<file path="src/rtl/edge_detect_multi.sv">
// Multi-channel edge detector: per-channel synchroniser and debouncer,
// mode-qualified one-cycle edge pulses, sticky flags, a summary interrupt
// and a saturating event counter. Every output is registered.
module edge_detect_multi #(
    parameter int WIDTH       = 8,
    parameter int SYNC_STAGES = 2,
    parameter int DEB_CYCLES  = 4,
    parameter int CNT_W       = 16
) (
    input  logic               clk,
    input  logic               rst,
    input  logic [WIDTH-1:0]   din,
    input  logic [2*WIDTH-1:0] mode,
    input  logic [WIDTH-1:0]   irq_en,
    input  logic [WIDTH-1:0]   clr_sticky,
    input  logic               cnt_clr,
    output logic [WIDTH-1:0]   level,
    output logic [WIDTH-1:0]   pulse,
    output logic [WIDTH-1:0]   sticky,
    output logic               irq,
    output logic [CNT_W-1:0]   ev_count
);

    localparam int DCNT_W = $clog2(DEB_CYCLES + 1);
    localparam int SUM_W  = CNT_W + $clog2(WIDTH + 1) + 1;
    localparam logic [DCNT_W-1:0] DCNT_LAST = DCNT_W'(DEB_CYCLES - 1);
    localparam logic [CNT_W-1:0]  CNT_MAX   = '1;

    typedef enum logic {
        ST_STABLE   = 1'b0,
        ST_CHANGING = 1'b1
    } deb_state_t;

    // Does a flip to new_lvl count as an event under channel mode m?
    function automatic logic qualify(input logic [1:0] m, input logic new_lvl);
        case (m)
            2'b00:   return new_lvl;
            2'b01:   return ~new_lvl;
            2'b10:   return 1'b1;
            default: return 1'b0;
        endcase
    endfunction

    function automatic logic [SUM_W-1:0] popcount(input logic [WIDTH-1:0] v);
        logic [SUM_W-1:0] n;
        n = '0;
        for (int k = 0; k < WIDTH; k++) begin
            n = n + SUM_W'(v[k]);
        end
        return n;
    endfunction

    // Add without wrapping: clamps at the all-ones counter value.
    function automatic logic [CNT_W-1:0] sat_add(input logic [CNT_W-1:0] base,
                                                 input logic [SUM_W-1:0] inc);
        logic [SUM_W-1:0] sum;
        sum = SUM_W'(base) + inc;
        if (sum > SUM_W'(CNT_MAX)) begin
            return CNT_MAX;
        end
        return sum[CNT_W-1:0];
    endfunction

    logic [SYNC_STAGES-1:0][WIDTH-1:0] sync_q;
    logic [WIDTH-1:0]  sync_s;
    deb_state_t        state_q [WIDTH];
    deb_state_t        state_d [WIDTH];
    logic [DCNT_W-1:0] dcnt_q  [WIDTH];
    logic [DCNT_W-1:0] dcnt_d  [WIDTH];
    logic [WIDTH-1:0]  flip_d;
    logic [WIDTH-1:0]  level_q, level_d;
    logic [WIDTH-1:0]  pulse_q, pulse_d;
    logic [WIDTH-1:0]  sticky_q, sticky_d;
    logic              irq_q, irq_d;
    logic [CNT_W-1:0]  cnt_q, cnt_d;

    assign sync_s = sync_q[SYNC_STAGES-1];

    // Synchroniser chain: stage 0 samples the raw async inputs.
    always_ff @(posedge clk) begin
        if (rst) begin
            sync_q <= '0;
        end else begin
            sync_q[0] <= din;
            for (int k = 1; k < SYNC_STAGES; k++) begin
                sync_q[k] <= sync_q[k-1];
            end
        end
    end

    // Debounce FSM per channel; a level flip is qualified by the current mode.
    always_comb begin
        level_d = level_q;
        pulse_d = '0;
        flip_d  = '0;
        for (int i = 0; i < WIDTH; i++) begin
            state_d[i] = state_q[i];
            dcnt_d[i]  = dcnt_q[i];
            case (state_q[i])
                ST_STABLE: begin
                    if (sync_s[i] != level_q[i]) begin
                        if (DEB_CYCLES == 1) begin
                            flip_d[i] = 1'b1;
                            dcnt_d[i] = '0;
                        end else begin
                            state_d[i] = ST_CHANGING;
                            dcnt_d[i]  = DCNT_W'(1);
                        end
                    end else begin
                        dcnt_d[i] = '0;
                    end
                end
                ST_CHANGING: begin
                    if (sync_s[i] == level_q[i]) begin
                        state_d[i] = ST_STABLE;
                        dcnt_d[i]  = '0;
                    end else if (dcnt_q[i] == DCNT_LAST) begin
                        flip_d[i]  = 1'b1;
                        state_d[i] = ST_STABLE;
                        dcnt_d[i]  = '0;
                    end else begin
                        dcnt_d[i] = dcnt_q[i] + DCNT_W'(1);
                    end
                end
                default: begin
                    state_d[i] = ST_STABLE;
                    dcnt_d[i]  = '0;
                end
            endcase
            if (flip_d[i]) begin
                level_d[i] = sync_s[i];
                pulse_d[i] = qualify(mode[2*i +: 2], sync_s[i]);
            end
        end
    end

    // Sticky set beats clear; irq and counter follow the next-state values.
    always_comb begin
        sticky_d = (sticky_q & ~clr_sticky) | pulse_d;
        irq_d    = |(sticky_d & irq_en);
        cnt_d    = sat_add(cnt_clr ? '0 : cnt_q, popcount(pulse_d));
    end

    // State and output registers.
    always_ff @(posedge clk) begin
        if (rst) begin
            for (int i = 0; i < WIDTH; i++) begin
                state_q[i] <= ST_STABLE;
                dcnt_q[i]  <= '0;
            end
            level_q  <= '0;
            pulse_q  <= '0;
            sticky_q <= '0;
            irq_q    <= 1'b0;
            cnt_q    <= '0;
        end else begin
            state_q  <= state_d;
            dcnt_q   <= dcnt_d;
            level_q  <= level_d;
            pulse_q  <= pulse_d;
            sticky_q <= sticky_d;
            irq_q    <= irq_d;
            cnt_q    <= cnt_d;
        end
    end

    assign level    = level_q;
    assign pulse    = pulse_q;
    assign sticky   = sticky_q;
    assign irq      = irq_q;
    assign ev_count = cnt_q;

endmodule

</file>
<file path="config.mk">
export PLATFORM = sky130hd
export DESIGN_NAME = edge_detect_multi
export DESIGN_NICKNAME = d
export VERILOG_FILES = /design/src/rtl/edge_detect_multi.sv
export SDC_FILE = /design/constraint.sdc
export NUM_CORES = 1
export LEC_CHECK = 0
export ABC_AREA = 1
export CELL_PAD_IN_SITES_DETAIL_PLACEMENT = 1
export CELL_PAD_IN_SITES_GLOBAL_PLACEMENT = 2
export CORE_UTILIZATION = 26
export CTS_CLUSTER_DIAMETER = 200
export DETAILED_ROUTE_END_ITERATION = 8
export PLACE_DENSITY = 0.74
export SLEW_MARGIN = 10
export SYNTH_ARGS = -nofsm -noshare
export SYNTH_HDL_FRONTEND = slang
export SYNTH_SLANG_ARGS = --single-unit
export TNS_END_PERCENT = 10
</file>
<file path="constraint.sdc">
create_clock -name clk -period 4.25 [get_ports clk]
set_input_delay 1.0625 -clock clk [delete_from_list [all_inputs] [get_ports clk]]
set_output_delay 1.0625 -clock clk [all_outputs]
set_load 0.03 [all_outputs]
</file>
==> impl_summary.md, run 1 <==
Worst setup path
Data on the critical path arrives at its endpoint at 4.51 ns. The most prevalent standard cell on the critical path is sky130_fd_sc_hd__fa_1. Data on the critical path is required at its endpoint by 4.50 ns. The critical path goes through buf_2 -> o21bai_4 -> nand2_2 -> nand2_2 -> fa_1 -> fa_1 -> fa_1 -> fa_2 -> fa_2 -> inv_2 -> nand3_4 -> nand3_4 -> nand2_4 -> buf_4 -> o21ai_0 -> nand3_1 -> nand2_1 -> inv_1. Among cell families on the critical path, the largest total delay comes from adder cells. The combined buffer and inverter count along the critical path is 4. STA classifies the critical path endpoint as a flop.

The highest fanout seen on the critical path is 2. The largest single stage delay on the critical path is 0.53 ns. The path type of the worst setup path is in2reg. The slowest stage of the critical path is the sky130_fd_sc_hd__fa_1 cell. The worst setup path is launched from an input port.

Place
The port buffer count is 83. The post-detailed-placement half-perimeter wirelength is 8.150 mm. The final weighted congestion in routability-driven placement is 0.7565. The number of cells after detailed placement is 797.

Floorplanning
The floorplan step set the die height to 125.9 um. The area inside the core boundary is 0.01475 mm^2. The floorplan has 44 rows. The total I/O pin count is 84. The die covers 0.01586 mm^2. Once the floorplan was initialized, standard cells occupied 27.07% of the core. The horizontal extent of the die is 125.9 um.

Clocking
The number of hold-repair buffers added at the cts stage is 0. The maximum level of the CTS H-tree is 3. The maximum buffer depth of the clock tree is 2. Clock-pin slew was measured on the worst setup and hold paths at 0.06 ns.

CTS saw 89 sinks. TritonCTS built the clock tree. The cell chosen for the clock root is sky130_fd_sc_hd__clkbuf_16. The clock latency at the later pin of the worst-skew pair is 0.35 ns. Counting the buffers created by CTS gives 9.

Synthesis
The sequential element share of the synthesized area is 44.61%. The net count of the mapped netlist is 595. In the synthesized netlist, the number of instances is 525.

The synthesis-stage register bit count is 89. The area of the mapped netlist is 0.003994 mm^2. The average cell area after synthesis is 7.607 um^2. The total number of yosys warnings is 0. After synthesis, the netlist uses 29 different library cells.

STA
For this run, the top clock speed supported by timing is 234.7 MHz. The final-report max-slew violation count came to 0. The relative max-transition margin is 39.78%. Setup repair after global routing could not meet its margin everywhere. The final worst setup slack is -0.01104 ns. The hold violation count in the final report was 0. Setup violations remaining at the end of the flow were counted as 2. Hold timing on the final database bottoms out at a slack of 0.4045 ns.

The post-route minimum period is 4.261 ns. The worst-case clock skew is 0.005552 ns. The transition time at the pin with the least slew margin is 0.9023 ns. The final critical path takes up 100.3% of the cycle.

Global routing
The number of global-route vias before repair was 3796. The first global-routing pass estimated 17.94 mm of wire. The maximum number of pins on one net before global-route repair is 44. The initial antenna violation count came to 0. Global routing used 14.55% of the available tracks across all layers. The aggregate global routing overflow is 0.

Drt
The number of DRC markers after the initial detailed-route iteration is 71. The number of optimization iterations in the first detailed-route pass is 4. The number of routed nets with antenna violations is 0. The final route contains 3564 vias. The routed design has 10.61 mm of wire. In the routed design, unresolved DRC markers number 0. The detailed-route wire length per cell is 12.98 um. The number of vias per cell after detailed routing is 4.362.

Outcome
The checks that failed: negative setup slack. The run finished, with violations left.

Power
The internal power contribution is 1.399 mW. In this run, the clock network consumes 46.5% of the power. The power per standard cell area is 320.1 mW/mm^2. The switching fraction of total power is 21.22%.

The analysis attributes to net switching a power of 0.3768 mW. Combinational logic is responsible for 5.4% of the overall power. The leakage component of the power is 2.461 nW. Sequential cells account for 48.1% of the total power. IR analysis of the VDD net gives a maximum drop of 178.1 uV.

Run
The number of maximum-capacitance constraint violations is 0.

Worst hold path
The class of the worst hold path is reg2reg.

Layout
The fill cell instance count of the final layout is 1799. The non-filler instance count after layout is 817. Relative to the synthesized area, the layout overhead comes to 38.94%. The fraction of final layout cells sized beyond drive strength 1 is 12.32%. Leaving out fill and tap cells, the most frequent cell in the layout is sky130_fd_sc_hd__nand2_1.

The top cell types in the final layout, fill and taps aside, are sky130_fd_sc_hd__nand2_1, sky130_fd_sc_hd__dfxtp_1, sky130_fd_sc_hd__nor2_1, sky130_fd_sc_hd__inv_1, sky130_fd_sc_hd__clkdlybuf4s50_1. 0 antenna diodes ended up in the layout. The net count of the finished layout is 698.
## cells in the mapped netlist
library cell,instances,area (um^2)
sky130_fd_sc_hd__xor2_1,3,26.28
sky130_fd_sc_hd__fa_1,5,100.1
sky130_fd_sc_hd__nor2_4,3,33.78
sky130_fd_sc_hd__dfxtp_1,89,1782
sky130_fd_sc_hd__a21oi_1,21,105.1
sky130_fd_sc_hd__a31oi_1,2,12.51
sky130_fd_sc_hd__nor3_1,2,10.01
sky130_fd_sc_hd__o21a_1,1,7.510
sky130_fd_sc_hd__xnor2_1,5,43.79
sky130_fd_sc_hd__nand4_1,7,43.79
sky130_fd_sc_hd__nand2_4,2,22.52
sky130_fd_sc_hd__ha_1,22,275.3
sky130_fd_sc_hd__inv_2,2,7.510
sky130_fd_sc_hd__nand2_1,119,446.7
sky130_fd_sc_hd__nand3_1,21,105.1
sky130_fd_sc_hd__nor2_1,90,337.8
sky130_fd_sc_hd__o21ai_0,12,60.06
sky130_fd_sc_hd__o21bai_1,8,60.06
sky130_fd_sc_hd__inv_1,81,304.0
sky130_fd_sc_hd__nand3b_1,1,7.510
sky130_fd_sc_hd__buf_6,2,22.52
sky130_fd_sc_hd__nand3_4,1,17.52
sky130_fd_sc_hd__clkbuf_1,7,26.28
sky130_fd_sc_hd__nor3_2,1,10.01
sky130_fd_sc_hd__nand2_2,6,37.54
sky130_fd_sc_hd__nor2_2,2,12.51
sky130_fd_sc_hd__inv_8,1,11.26
sky130_fd_sc_hd__a211oi_1,8,60.06
sky130_fd_sc_hd__buf_2,1,5.000
## logic make-up after synthesis
family	share of synthesized area [%]
flip-flops	44.61
buffers and inverters	9.430
XOR/XNOR	1.754
adder cells (fa/ha/maj)	9.398
AO/OA/AOI/OAI	7.644
AND/OR/NAND/NOR	27.16
## power groups by stage
stage          Sequential [mW]  Combinational [mW]  Clock, mW
2_1_floorplan            0.870              0.0424          0
3_3_place_gp             0.872              0.0932          0
3_5_place_dp             0.872              0.0953          0
4_1_cts                  0.854              0.0950      0.851
5_1_grt                  0.855               0.108      0.887
6_report                 0.854              0.0958      0.826
## flip-flops by register name, summed over array words and instances, names as in the netlist, 8 cells and up
signal and count:
ev_count 16, dcnt_q 24, sync_s 8, sync_q 8, pulse 8, sticky 8, state_q 8, level 8
## path summary, 6_finish.rpt
kind,startpoint,end,slack [ns],cells after the start
worst max-delay path,mode[0],ev_count[12],-0.01,18
worst min-delay path,sync_q[2],sync_s[2],0.40,2
worst max register to register,dcnt_q[18],ev_count[12],0.07,19
worst min register to register,sync_q[2],sync_s[2],0.40,2
## final cells by class
type                    count  area, um^2  share of cell area [%]
well taps                 184       230.2                   4.149
flip-flops and latches     89        1782                   32.11
repair buffers            101       955.9                   17.23
clock inverters             2       35.03                  0.6313
clock buffers              14       274.0                   4.938
multi-input cells         343        1949                   35.13
inverters                  84       322.8                   5.817
## tightest hold or removal path: stages, from the launching register on
cell and delay [ns]:
sky130_fd_sc_hd__dfxtp_1 0.30, sky130_fd_sc_hd__inv_1 0.04, sky130_fd_sc_hd__nor2_1 0.03
## per-layer routing
metal	vias to the layer above	share of wire [%]	global-route usage [%]
li1	1832	-	-
met1	1659	43	16.18
met2	59	51	26.03
met3	14	4.5	4.121
met4	0	1.9	5.882
met5	-	0	0
## stage by stage
step / worst slack (ns) / area, um^2 / util (%) / TNS (ns) / power [mW]
finish: -0.01104 / 5549 / 37.61 / -0.01748 / 1.776
global route: -0.2158 / 5549 / 37.61 / -2.773 / 1.849
CTS: -0.04771 / 5482 / 37.15 / -0.4920 / 1.800
detailed placement: -0.7103 / 5126 / 34.74 / -10.97 / 0.9678
global placement: -0.6248 / 5126 / 34.74 / -9.491 / 0.9650
floorplan: -0.1192 / 4011 / - / -1.093 / 0.9123
## what timing repair did
action,in CTS,in global routing
pin swaps,21,14
cloned,1,0
resized for setup,35,11
endpoints found under the setup margin,16,16
buffers inserted,2,1
(Power assumes the default switching activity.)
==> inputs of run 2 (changes only) <==
--- a/config.mk
+++ b/config.mk
@@ -6,12 +6,13 @@
 export NUM_CORES = 1
 export LEC_CHECK = 0
 export ABC_AREA = 1
+export CAP_MARGIN = 20
 export CELL_PAD_IN_SITES_DETAIL_PLACEMENT = 1
 export CELL_PAD_IN_SITES_GLOBAL_PLACEMENT = 2
-export CORE_UTILIZATION = 26
+export CORE_UTILIZATION = 29
 export CTS_CLUSTER_DIAMETER = 200
 export DETAILED_ROUTE_END_ITERATION = 8
-export PLACE_DENSITY = 0.74
+export PLACE_DENSITY = 0.78
 export SLEW_MARGIN = 10
 export SYNTH_ARGS = -nofsm -noshare
 export SYNTH_HDL_FRONTEND = slang
==> constraint.sdc (replaced) <==
create_clock -name clk -period 4.6 [get_ports clk]
set_input_delay 1.15 -clock clk [delete_from_list [all_inputs] [get_ports clk]]
set_output_delay 1.15 -clock clk [all_outputs]
set_load 0.03 [all_outputs]
==> run 2 against run 1 <==
  * Critical path type unchanged
  * Worst hold slack barely moved
  * Flip-flop and latch count did not move
  * Largest power group unchanged
  * Sequential share of layout area rose by 0.22 points
  * Global-route usage rose by 1.8 points
  * The flow now finishes without violations
  * Sequential power fell by 7.6%
==> impl_summary.md, run 2 (synthesized netlist as in run 1, its figures left out) <==
Outcome
Run status: completed (was finished with violations).

Worst setup path
The worst endpoint required time was 4.88 ns (was 4.50 ns). The combined buffer and inverter count along the critical path is 2 (was 4). The path type of the worst setup path is in2reg (unchanged). The cell depth of the worst setup path came to 16 (was 18). The nature of the critical path endpoint is a flop (unchanged). The longest individual stage delay on the worst path is 0.53 ns (about the same). The kind of start point of the critical path is an input port (unchanged).

The family with the most delay on the worst path is adder cells (unchanged). The highest fanout seen on the critical path is 8 (was 2). The worst endpoint data arrival time is 4.71 ns (was 4.51 ns). The cell depth of the worst flop-to-flop path is 17 (was 19).

The most prevalent standard cell on the critical path is sky130_fd_sc_hd__fa_1 (unchanged). The slowest cell on the critical path is sky130_fd_sc_hd__fa_1 (unchanged). CP Cell Sequence: dlygate4sd2_1 -> o21bai_1 -> nand2_1 -> nand2_2 -> fa_1 -> fa_1 -> fa_1 -> fa_2 -> fa_2 -> inv_2 -> nand3_2 -> nand3_2 -> nand2_4 -> nor2_4 -> nand2_4 -> a31oi_1 (was buf_2 -> o21bai_4 -> nand2_2 -> nand2_2 -> fa_1 -> fa_1 -> fa_1 -> fa_2 -> fa_2 -> inv_2 -> nand3_4 -> nand3_4 -> nand2_4 -> buf_4 -> o21ai_0 -> nand3_1 -> nand2_1 -> inv_1).

Power
The leakage component of the power is 2.457 nW (was 2.461 nW). The power per standard cell area is 298.4 mW/mm^2 (was 320.1 mW/mm^2). The highest ir drop seen on vdd came to 179.4 uV (was 178.1 uV). The total design power was 1.645 mW (was 1.776 mW).

STA
The relative max-transition margin is 54.28% (was 39.78%). The hold violation count in the final report is 0 (unchanged). The post-route worst hold slack is 0.4045 ns (about the same). Setup repair after global routing missed its margin: false (was true). The post-route clock period utilization is 96.30%. The summed negative setup slack over all endpoints is 0 ns (was -0.01748 ns). The final worst setup slack was 0.1704 ns (was -0.01104 ns).

The total setup violations reported at the end of the flow is 0 (was 2). The post-route minimum period is 4.430 ns. The highest achievable clock rate is 225.8 MHz. The transition time at the pin with the least slew margin is 0.6851 ns (was 0.9023 ns). The worst-case clock skew is 0.009958 ns (was 0.005552 ns). The final-report max-slew violation count was 0 (unchanged).

Clocking
The register clock-pin slew on the reported worst setup and hold paths was 0.06 ns (about the same). The cell chosen for the clock root is sky130_fd_sc_hd__clkbuf_16 (unchanged). The maximum buffer depth of the clock tree is 2 (unchanged). The clock latency at the later pin of the worst-skew pair came to 0.35 ns (about the same). The clock sink total came to 89 (unchanged).

The maximum level of the CTS H-tree is 3 (unchanged). The clock buffer count from CTS is 9 (unchanged). The number of hold-repair buffers added at the cts stage is 0 (unchanged).

The CTS tree is done (unchanged).

Place
The final weighted congestion in routability-driven placement is 0.7893 (was 0.7565). The port buffer count is 83 (unchanged). The worst slack after detailed placement is -0.5879 ns (was -0.7103 ns). The cell area reported after detailed placement was 0.005104 mm^2 (was 0.005126 mm^2). The post-detailed-placement half-perimeter wirelength is 8.088 mm (was 8.150 mm). The number of cells after detailed placement came to 789 (was 797).

Layout
The area of the multi-input gates is 0.001923 mm^2 (was 0.001949 mm^2). The cell area after layout came to 0.005512 mm^2 (was 0.005549 mm^2). The fill cell instance count of the final layout is 1657 (was 1799). The commonest non-fill, non-tap cell in the layout is sky130_fd_sc_hd__nand2_1 (unchanged). The count of antenna diodes in the layout is 0 (unchanged). The layout overhead on the synthesized area is 38.00% (was 38.94%).

The fraction of final layout cells sized beyond drive strength 1 was 11.08% (was 12.32%). The number of flip-flops under the largest register name is 24 (unchanged). Commonest non-fill, non-tap cells in the layout: sky130_fd_sc_hd__nand2_1, sky130_fd_sc_hd__nor2_1, sky130_fd_sc_hd__dfxtp_1, sky130_fd_sc_hd__inv_1, sky130_fd_sc_hd__clkdlybuf4s50_1 (was sky130_fd_sc_hd__nand2_1, sky130_fd_sc_hd__dfxtp_1, sky130_fd_sc_hd__nor2_1, sky130_fd_sc_hd__inv_1, sky130_fd_sc_hd__clkdlybuf4s50_1). The utilization of the core after routing is 41.29% (was 37.61%). The non-filler instance count after layout was 808 (was 817).

The post-layout net count is 697 (was 698). The combined flip-flop and latch cell area is 0.001782 mm^2 (unchanged). The register ranked first by flip-flop count was dcnt_q (unchanged).

Drt
The via count of the routed design came to 3618 (was 3564). The number of vias per cell after detailed routing is 4.478 (was 4.362). The detailed-route wire length per cell is 13.24 um (was 12.98 um). The total wire length is 10.70 mm (was 10.61 mm). The number of routed nets with antenna violations was 0 (unchanged).

The total DRC errors in the routed layout is 0 (unchanged). The number of optimization iterations in the first detailed-route pass is 4 (unchanged). The number of DRC markers after the initial detailed-route iteration was 74 (was 71).

Floorplanning
The vertical die dimension is 119.4 um (was 125.9 um). The die outline area is 0.01425 mm^2 (was 0.01586 mm^2). The effective utilization at floorplan is 29.92% (was 27.07%). The total I/O pin count is 84 (unchanged). The row count is 42 (was 44).

The area inside the core boundary is 0.01335 mm^2 (was 0.01475 mm^2). The horizontal extent of the die was 119.4 um (was 125.9 um).

Global routing
The aggregate global routing overflow came to 0 (unchanged). The global-route wire length before repair came to 18.08 mm (was 17.94 mm). The initial antenna violation count is 0 (unchanged). The number of global-route vias before repair was 3849 (was 3796).

The maximum number of pins on one net before global-route repair is 44 (unchanged). The global routing usage summed across all routing layers is 16.39% (was 14.55%).

Worst hold path
The class of the worst hold path is reg2reg (unchanged). The depth of the worst hold-timing path came to 2 (unchanged).

Run
The number of maximum-capacitance constraint violations is 0 (unchanged).
==> run 2: cell types whose count changed in the layout (fill, tap and decap cells not counted), moves of 2 or more <==
cell | previous run | this run
sky130_fd_sc_hd__buf_6 | 4 | 0
sky130_fd_sc_hd__clkdlybuf4s15_1 | 0 | 4
sky130_fd_sc_hd__buf_2 | 3 | 1
sky130_fd_sc_hd__clkbuf_1 | 2 | 0
sky130_fd_sc_hd__clkinvlp_4 | 0 | 2
sky130_fd_sc_hd__nand3_2 | 0 | 2
sky130_fd_sc_hd__nand3_4 | 3 | 1
sky130_fd_sc_hd__nor2_1 | 88 | 90
sky130_fd_sc_hd__nor2_2 | 4 | 2
==> run 2: routing by layer <==
layer	vias up	GRT usage [%]	wire [um]
met5	-	0	0
met4	0	4.453	113
met3	7	5.412	509
met2	54	30.12	5513
met1	1724	17.84	4560
li1	1833	-	-
==> run 2: worst register-to-register path, delay by kind of cell, from the launching register on <==
family          cells  cell delay, ns
flops               1            0.34
buf+inv             1            0.06
simple gates        8            0.95
compound gates      1            0.20
fa+ha+maj           7            2.55
==> run 2: path summary, 6_finish.rpt <==
path | startpoint | slack, ns | to
max | mode[0] | 0.17 | ev_count[13]
min | sync_q[7] | 0.40 | sync_s[7]
max reg2reg | dcnt_q[18] | 0.44 | ev_count[13]
min reg2reg | sync_q[7] | 0.40 | sync_s[7]
==> run 2: power by group <==
part           switching, mW  internal [mW]
logic                 0.0426         0.0455
clock network          0.304          0.464
registers            0.00787          0.781
==> run 2: layout make-up <==
type	instances	share of cell area [%]
Multi-Input combinational cell	343	34.89
Sequential cell	89	32.33
Timing Repair Buffer	100	17.18
Inverter	84	5.857
Clock buffer	12	4.835
Tap cell	176	3.995
Clock inverter	4	0.9081
==> run 2: timing repair <==
item | in CTS | in global routing
pin swaps | 19 | 19
gates resized for setup | 20 | 10
buffers inserted | 1 | 1
endpoints found under the setup margin | 16 | 16
gates cloned | 1 | 0
endpoints found under the hold margin | 0 | 0
